**src/rtl/mailbox_snoop.sv**
```systemverilog
// mailbox_snoop: passive observer of the LSU AXI AW/W channels.
// Pairs AW and W handshakes in order. Mailbox bytes are turned into a
// buffered console char stream, plus sticky pass/fail/overflow flags.
// The optional watchdog is enabled by defining MAILBOX_SNOOP_TIMEOUT_EN.
module mailbox_snoop #(
  parameter int          ADDR_W         = 32,
  parameter int          DATA_W         = 64,
  parameter logic [31:0] MBOX_ADDR      = 32'h80F80000,
  parameter int          AW_Q_DEPTH     = 4,
  parameter int          CHAR_DEPTH     = 16,
  parameter int          TIMEOUT_CYCLES = 99_000_000
) (
  input  logic                  core_clk,
  input  logic                  rst_l,
  input  logic                  aw_valid,
  input  logic                  aw_ready,
  input  logic [ADDR_W-1:0]     aw_addr,
  input  logic                  w_valid,
  input  logic                  w_ready,
  input  logic                  w_last,
  input  logic [DATA_W/8-1:0]   w_strb,
  input  logic [DATA_W-1:0]     w_data,
  output logic                  char_valid,
  input  logic                  char_ready,
  output logic [7:0]            char_data,
  output logic                  pass,
  output logic                  fail,
  output logic                  timeout,
  output logic                  overflow,
  output logic [15:0]           drop_cnt
);
  localparam int AQW = $clog2(AW_Q_DEPTH);
  localparam int CQW = $clog2(CHAR_DEPTH);

  // AW order queue: one match bit per outstanding write address
  logic [AW_Q_DEPTH-1:0] aw_q;
  logic [AQW:0]          aw_wr, aw_rd;
  logic                  aw_empty, aw_full;

  // console char FIFO
  logic [CHAR_DEPTH-1:0][7:0] c_mem;
  logic [CQW:0]               c_wr, c_rd;
  logic                       c_empty, c_full;

  logic aw_hs, w_hs, aw_match, bypass, aw_pop, aw_push, aw_drop, w_orphan;
  logic w_match, locked, hit, is_char, set_pass, set_fail, c_pop, c_push, c_drop;
  logic [7:0] b;

  assign aw_empty = (aw_wr == aw_rd);
  assign aw_full  = (aw_wr[AQW] != aw_rd[AQW]) && (aw_wr[AQW-1:0] == aw_rd[AQW-1:0]);
  assign c_empty  = (c_wr == c_rd);
  assign c_full   = (c_wr[CQW] != c_rd[CQW]) && (c_wr[CQW-1:0] == c_rd[CQW-1:0]);

  assign aw_hs    = aw_valid & aw_ready;
  assign w_hs     = w_valid & w_ready & w_last;
  assign aw_match = (aw_addr == ADDR_W'(MBOX_ADDR));

  // An AW arriving with its W while nothing is queued is consumed directly
  assign bypass   = w_hs & aw_empty & aw_hs;
  assign aw_pop   = w_hs & ~aw_empty;
  assign aw_push  = aw_hs & ~bypass & (~aw_full | aw_pop);
  assign aw_drop  = aw_hs & ~bypass & aw_full & ~aw_pop;
  assign w_orphan = w_hs & aw_empty & ~aw_hs;
  assign w_match  = aw_pop ? aw_q[aw_rd[AQW-1:0]] : (bypass & aw_match);

  // Classification stops once any terminal flag is set
  assign locked   = pass | fail | timeout;
  assign b        = w_data[7:0];
  assign hit      = w_match & w_strb[0] & ~locked;
  assign is_char  = hit & (b > 8'h06) & (b < 8'h7F);
  assign set_pass = hit & (b == 8'hFF);
  assign set_fail = hit & (b == 8'h01);

  // A full FIFO still accepts a push when the head leaves in the same cycle
  assign c_pop    = ~c_empty & char_ready;
  assign c_push   = is_char & (~c_full | c_pop);
  assign c_drop   = is_char & c_full & ~c_pop;

  assign char_valid = ~c_empty;
  assign char_data  = c_empty ? 8'h00 : c_mem[c_rd[CQW-1:0]];

  // AW queue pointers and match bits
  always_ff @(posedge core_clk or negedge rst_l) begin
    if (!rst_l) begin
      aw_q  <= '0;
      aw_wr <= '0;
      aw_rd <= '0;
    end else begin
      if (aw_push) begin
        aw_q[aw_wr[AQW-1:0]] <= aw_match;
        aw_wr                <= aw_wr + 1'b1;
      end
      if (aw_pop) aw_rd <= aw_rd + 1'b1;
    end
  end

  // char FIFO storage; only pointers need reset
  always_ff @(posedge core_clk) begin
    if (c_push) c_mem[c_wr[CQW-1:0]] <= b;
  end

  // char FIFO pointers
  always_ff @(posedge core_clk or negedge rst_l) begin
    if (!rst_l) begin
      c_wr <= '0;
      c_rd <= '0;
    end else begin
      if (c_push) c_wr <= c_wr + 1'b1;
      if (c_pop)  c_rd <= c_rd + 1'b1;
    end
  end

  // sticky status flags and saturating drop counter
  always_ff @(posedge core_clk or negedge rst_l) begin
    if (!rst_l) begin
      pass     <= 1'b0;
      fail     <= 1'b0;
      overflow <= 1'b0;
      drop_cnt <= '0;
    end else begin
      if (set_pass) pass <= 1'b1;
      if (set_fail) fail <= 1'b1;
      if (aw_drop | w_orphan | c_drop) overflow <= 1'b1;
      if (c_drop && drop_cnt != 16'hFFFF) drop_cnt <= drop_cnt + 16'd1;
    end
  end

`ifdef MAILBOX_SNOOP_TIMEOUT_EN
  localparam logic [31:0] TO_LAST = 32'(TIMEOUT_CYCLES - 1);
  logic [31:0] to_cnt;

  // watchdog: count from reset release, hold at the limit
  always_ff @(posedge core_clk or negedge rst_l) begin
    if (!rst_l) begin
      to_cnt  <= '0;
      timeout <= 1'b0;
    end else begin
      if (to_cnt != TO_LAST) to_cnt <= to_cnt + 32'd1;
      else if (!pass && !fail) timeout <= 1'b1;
    end
  end

  logic unused_ok;
  assign unused_ok = ^{w_data[DATA_W-1:8], w_strb[DATA_W/8-1:1]};
`else
  assign timeout = 1'b0;

  logic unused_ok;
  assign unused_ok = ^{w_data[DATA_W-1:8], w_strb[DATA_W/8-1:1], 32'(TIMEOUT_CYCLES)};
`endif

endmodule

```
**config.mk**
```make
export PLATFORM = sky130hd
export DESIGN_NAME = mailbox_snoop
export DESIGN_NICKNAME = d
export VERILOG_FILES = /design/src/rtl/mailbox_snoop.sv
export SDC_FILE = /design/constraint.sdc
export NUM_CORES = 1
export LEC_CHECK = 0
export CAP_MARGIN = 25
export CELL_PAD_IN_SITES_DETAIL_PLACEMENT = 1
export CELL_PAD_IN_SITES_GLOBAL_PLACEMENT = 2
export CORE_MARGIN = 3
export CORE_UTILIZATION = 41
export DETAILED_ROUTE_END_ITERATION = 12
export DONT_BUFFER_PORTS = 1
export GPL_TIMING_DRIVEN = 0
export PLACE_DENSITY_LB_ADDON = 0.25
export RECOVER_POWER = 100
export SYNTH_ARGS = -nofsm -noshare
export SYNTH_HDL_FRONTEND = slang
export SYNTH_SLANG_ARGS = --single-unit
```
**constraint.sdc**
```tcl
create_clock -name core_clk -period 3 [get_ports core_clk]
set_clock_uncertainty 0.1 [all_clocks]
set_input_delay 0.6 -clock core_clk [delete_from_list [all_inputs] [get_ports core_clk]]
set_output_delay 0.6 -clock core_clk [all_outputs]
set_load 0.02 [all_outputs]
```
==> results_tabular.tex <==
\begin{tabular}{lr}
\hline
Metric & Value \\
\hline
\multicolumn{2}{l}{\textbf{Critical path}} \\
Startpoint of the most critical register-to-register path & aw\_rd[0] \\
Cell type of the slowest stage on the worst timing path & sky130\_fd\_sc\_hd\_\_mux4\_2 \\
Worst Path Max Fanout & 9 \\
Data arrival time of the worst path & 2380 ps \\
Critical path start-end classification & reg2out \\
Logic depth of the worst path, buffers included & 5 \\
Most frequent CP cell & sky130\_fd\_sc\_hd\_\_mux4\_2 \\
Register-to-register setup slack & approximately 180 ps \\
Critical register-to-register path endpoint & c\_mem[7] \\
Worst Reg2Reg Path Length in Cells & 10 \\
Cell-by-cell listing of the critical path & clkbuf\_16, buf\_12, mux4\_2, mux4\_2, nor2b\_4 \\
Sort of element at the start of the critical path & flop \\
Endpoint class of the critical path & output pin \\
Crit path buf inv count & 2 \\
Cell family with most CP delay & multiplexers \\
Crit path launch & c\_rd[0] \\
Critical path destination & char\_data[4] \\
Delay of the slowest cell on the worst path & roughly 550 ps \\
Worst path required time & around 2300 ps \\
\multicolumn{2}{l}{\textbf{Synth}} \\
Mean post-synth cell area & 17.7 um\^{}2 \\
Multiplexer share of the synthesized area & 0.143 \\
Flip-flop cell with the highest count after synthesis & sky130\_fd\_sc\_hd\_\_edfxtp\_1 \\
Fraction of registers with async set/reset & 0.234 \\
Fraction of the mapped netlist area in adder cells & 0.0194 \\
Share of the synthesized area in the top cell type & 0.541 \\
Simple logic cell fraction of the synthesized area & 0.0854 \\
Dominant cells by area after synthesis & sky130\_fd\_sc\_hd\_\_edfxtp\_1 54\%, sky130\_fd\_sc\_hd\_\_dfrtp\_1 14\%, sky130\_fd\_sc\_hd\_\_mux4\_2 13\% \\
Unique cell type count in the Yosys netlist & between 40 and 50 \\
Synth Area in Compound Gates & 0.0164 \\
Number of enable flip-flop cells after synthesis & $\sim$130 \\
Combinational family with the most area after synthesis & multiplexers \\
Synthesized netlist net count & between 500 and 600 \\
Netlist area before placement & just over 0.007 mm\^{}2 \\
Sequential share of the synthesized area & 0.678 \\
Count of yosys warnings during synthesis & 0 \\
Post-Synth XOR/XNOR Area & 0.0431 \\
Register bit count reported by yosys & 167 \\
Post-synthesis cell type with the largest combined area & sky130\_fd\_sc\_hd\_\_edfxtp\_1 \\
Instance count of the mapped netlist & 402 \\
\multicolumn{2}{l}{\textbf{Run status}} \\
Result of the run & complete, but fails checks \\
Violated checks & capacitance limit, slew limit, setup timing \\
\multicolumn{2}{l}{\textbf{Timing}} \\
Endpoints failing setup & 8 \\
Rel. slew slack & -0.158 \\
Final Hold Fails & 0 \\
Share of the clock period used by the worst path & 1.03 \\
Hold Slack & 175 ps \\
Least-Margin Pin Slew & 1740 ps \\
Unrepaired setup endpoints after global routing & yes \\
Maximum achievable frequency & 324 MHz \\
Pins Over Slew Limit & 40 \\
Sum of negative setup slack & -446 ps \\
Setup ws final & -83.6 ps \\
Crit path time final & 3080 ps \\
\multicolumn{2}{l}{\textbf{Power}} \\
Net Sw Power & 2.19 mW \\
Switching share of power & 0.307 \\
Combinational group share of total power & 0.334 \\
Power consumption & 7.15 mW \\
Relative contribution of sequential cells to total power & 0.393 \\
Design internal power & 4.96 mW \\
Max rail drop VDD & 0.515 mV \\
Leak pwr & 2.93 nW \\
Fraction of power consumed by the clock network & 0.273 \\
Power per cell area & between 800 and 900 mW/mm\^{}2 \\
\multicolumn{2}{l}{\textbf{Place}} \\
Final weighted congestion in routability-driven placement & 0.738 \\
Dpl ws & -881 ps \\
Total of buffers placed on input and output ports & 0 \\
Detailed placement HPWL & 10,400 um \\
\multicolumn{2}{l}{\textbf{Routing}} \\
Number of antenna-violating nets in the routed design & 0 \\
Number of vias per cell after detailed routing & 5.61 \\
Final WL & 16,200 um \\
Number of vias in the routed layout & 3,788 \\
Number of optimization iterations in the first detailed-route pass & 5 \\
Residual DRC count & 0 \\
Drt first-iter violations & 199 \\
Avg WL per Cell & 24.0 um \\
\multicolumn{2}{l}{\textbf{CTS}} \\
H-tree depth & 4 \\
Num CTS Buffers & 17 \\
Insertion delay to the later sink of the worst-skew pair & around 420 ps \\
Clock-pin slew on the worst setup and hold paths & 60 ps \\
Clk sinks & 167 \\
Root Buffer & sky130\_fd\_sc\_hd\_\_clkbuf\_16 \\
CTS tree & built \\
Max Root-Sink Buffers & 2 \\
\multicolumn{2}{l}{\textbf{Global route}} \\
Number of antenna violations at the first check in global routing & 0 \\
First-pass GRT wire length & 24,600 um \\
Residual overflow from global routing & 0 \\
Vias in the first global route & 3,980 \\
Pin count of the biggest net entering global routing & 40 \\
All-Layer GR Usage & 0.183 \\
\multicolumn{2}{l}{\textbf{Finish}} \\
Layout overhead on the synthesized area & 18.6\% \\
Total inserted antenna cells & 0 \\
Ratio of cells with drive above 1 in the final layout & 0.303 \\
Post-layout nets & 565 \\
\multicolumn{2}{l}{\textbf{Hold path}} \\
Kind of path behind the tightest hold check & in2reg \\
\multicolumn{2}{l}{\textbf{Floorplan}} \\
Die width & 138 um \\
Ports placed on the boundary & 141 \\
Num rows & between 40 and 50 \\
Starting Density & 0.424 \\
Total core area & 0.0168 mm\^{}2 \\
Die area & 0.0189 mm\^{}2 \\
Y dimension of the die & 138 um \\
\multicolumn{2}{l}{\textbf{Run}} \\
Reported max-cap violation count & 1 \\
\hline
\end{tabular}
placed cells by master, fill, tap and decap left out, types with 3 or more instances in the layout:
master,instances
sky130_fd_sc_hd__buf_12,6
sky130_fd_sc_hd__o21ai_0,3
sky130_fd_sc_hd__buf_4,12
sky130_fd_sc_hd__nor4_1,6
sky130_fd_sc_hd__dfrtp_1,37
sky130_fd_sc_hd__mux4_2,40
sky130_fd_sc_hd__nand3_1,11
sky130_fd_sc_hd__nor2b_4,8
sky130_fd_sc_hd__mux2_2,8
sky130_fd_sc_hd__nand4_1,11
sky130_fd_sc_hd__edfxtp_1,128
sky130_fd_sc_hd__xnor2_1,28
sky130_fd_sc_hd__and3_1,5
sky130_fd_sc_hd__xor2_1,6
sky130_fd_sc_hd__nor3_4,3
sky130_fd_sc_hd__nand2_1,19
sky130_fd_sc_hd__clkbuf_1,9
sky130_fd_sc_hd__nor2_4,10
sky130_fd_sc_hd__buf_6,3
sky130_fd_sc_hd__ha_1,11
sky130_fd_sc_hd__inv_1,7
sky130_fd_sc_hd__clkinv_1,5
sky130_fd_sc_hd__clkbuf_16,18
sky130_fd_sc_hd__nor3_1,3
sky130_fd_sc_hd__nor2_1,5
sky130_fd_sc_hd__clkbuf_4,4
sky130_fd_sc_hd__and4_1,3
kinds of logic after synthesis:
family                   count (synthesis)
flip-flops                             167
AND/OR/NAND/NOR                        103
multiplexers                            49
XOR/XNOR                                35
buffers and inverters                   22
AO/OA/AOI/OAI                           14
adder cells (fa/ha/maj)                 11
other                                    1
layout make-up:
class                           instances  area (um^2)
Tap cell                              220          275
Sequential cell                       167         4820
Inverter                                7         26.3
Buffer                                 13          149
Multi-Input combinational cell        213         2400
Fill cell                            1572         8330
Clock inverter                         11         82.6
Timing Repair Buffer                   23          234
Clock buffer                           21          440
how the worst min path moves through the flow:
stage,from,to,slack [ps],cells after the start
final,w_data[3],c_mem[91],170,0
after global routing,w_data[7],c_mem[71],150,0
after CTS,w_data[3],c_mem[91],160,0
after detailed placement,rst_l,drop_cnt[3],210,0
after global placement,rst_l,drop_cnt[3],210,0
after floorplan,rst_l,aw_q[0],200,0
flip-flops by register name, summed over array words and instances (netlist names):
| name | count |
|---|---|
| aw_rd | 3 |
| pass | 1 |
| aw_wr | 3 |
| c_mem | 128 |
| c_rd | 5 |
| drop_cnt | 16 |
| fail | 1 |
| aw_q | 4 |
| c_wr | 5 |
| overflow | 1 |
routing by layer:
metal  routed length, um  up-vias  track usage
met4                 146        0       0.0410
met1                6620     1988        0.248
met5                   0        -            0
li1                    -     1659            -
met3                1260        9       0.0625
met2                8170      132        0.287
synth_stat cells (2+ instances only):
cell and number:
sky130_fd_sc_hd__dfrtp_1 39, sky130_fd_sc_hd__nor2b_1 10, sky130_fd_sc_hd__and3_1 5, sky130_fd_sc_hd__nand2b_1 2, sky130_fd_sc_hd__inv_1 7, sky130_fd_sc_hd__xnor2_1 28
sky130_fd_sc_hd__a41o_1 2, sky130_fd_sc_hd__and4_1 3, sky130_fd_sc_hd__a21oi_1 2, sky130_fd_sc_hd__nor3_1 7, sky130_fd_sc_hd__nand3_1 11, sky130_fd_sc_hd__nor4b_2 2
sky130_fd_sc_hd__xor2_1 7, sky130_fd_sc_hd__nor2_1 16, sky130_fd_sc_hd__mux4_2 40, sky130_fd_sc_hd__ha_1 11, sky130_fd_sc_hd__o21ai_0 3, sky130_fd_sc_hd__nor4_1 6
sky130_fd_sc_hd__clkbuf_1 10, sky130_fd_sc_hd__nand3_2 2, sky130_fd_sc_hd__nand2_1 21, sky130_fd_sc_hd__buf_2 3, sky130_fd_sc_hd__edfxtp_1 128, sky130_fd_sc_hd__mux2_2 8
sky130_fd_sc_hd__nor4b_4 2, sky130_fd_sc_hd__nand4_1 11
power by group through the flow:
stage	clock network [mW]	logic (mW)	registers [mW]
6_report	1.96	2.39	2.81
5_1_grt	2.10	2.58	2.83
4_1_cts	2.00	2.41	2.80
3_5_place_dp	0	1.96	2.79
3_3_place_gp	0	1.91	2.78
2_1_floorplan	0	1.52	2.75
timing repair:
action	CTS	global route
setup endpoints to repair	130	128
endpoints found under the hold margin	39	0
resized for setup	65	12
hold buffers	2	0
cloned	2	0
pin swaps	4	2
setup buffers	11	8
stage by stage:
stage               cells  instance area, um^2   util
detailed placement    623                 7410  0.442
global placement      622                 7390  0.441
CTS                   668                 8370  0.500
finish                675                 8430  0.503
global route          675                 8430  0.503
floorplan             402                 7110      -
Note: power is estimated with default switching activity, not from simulation.
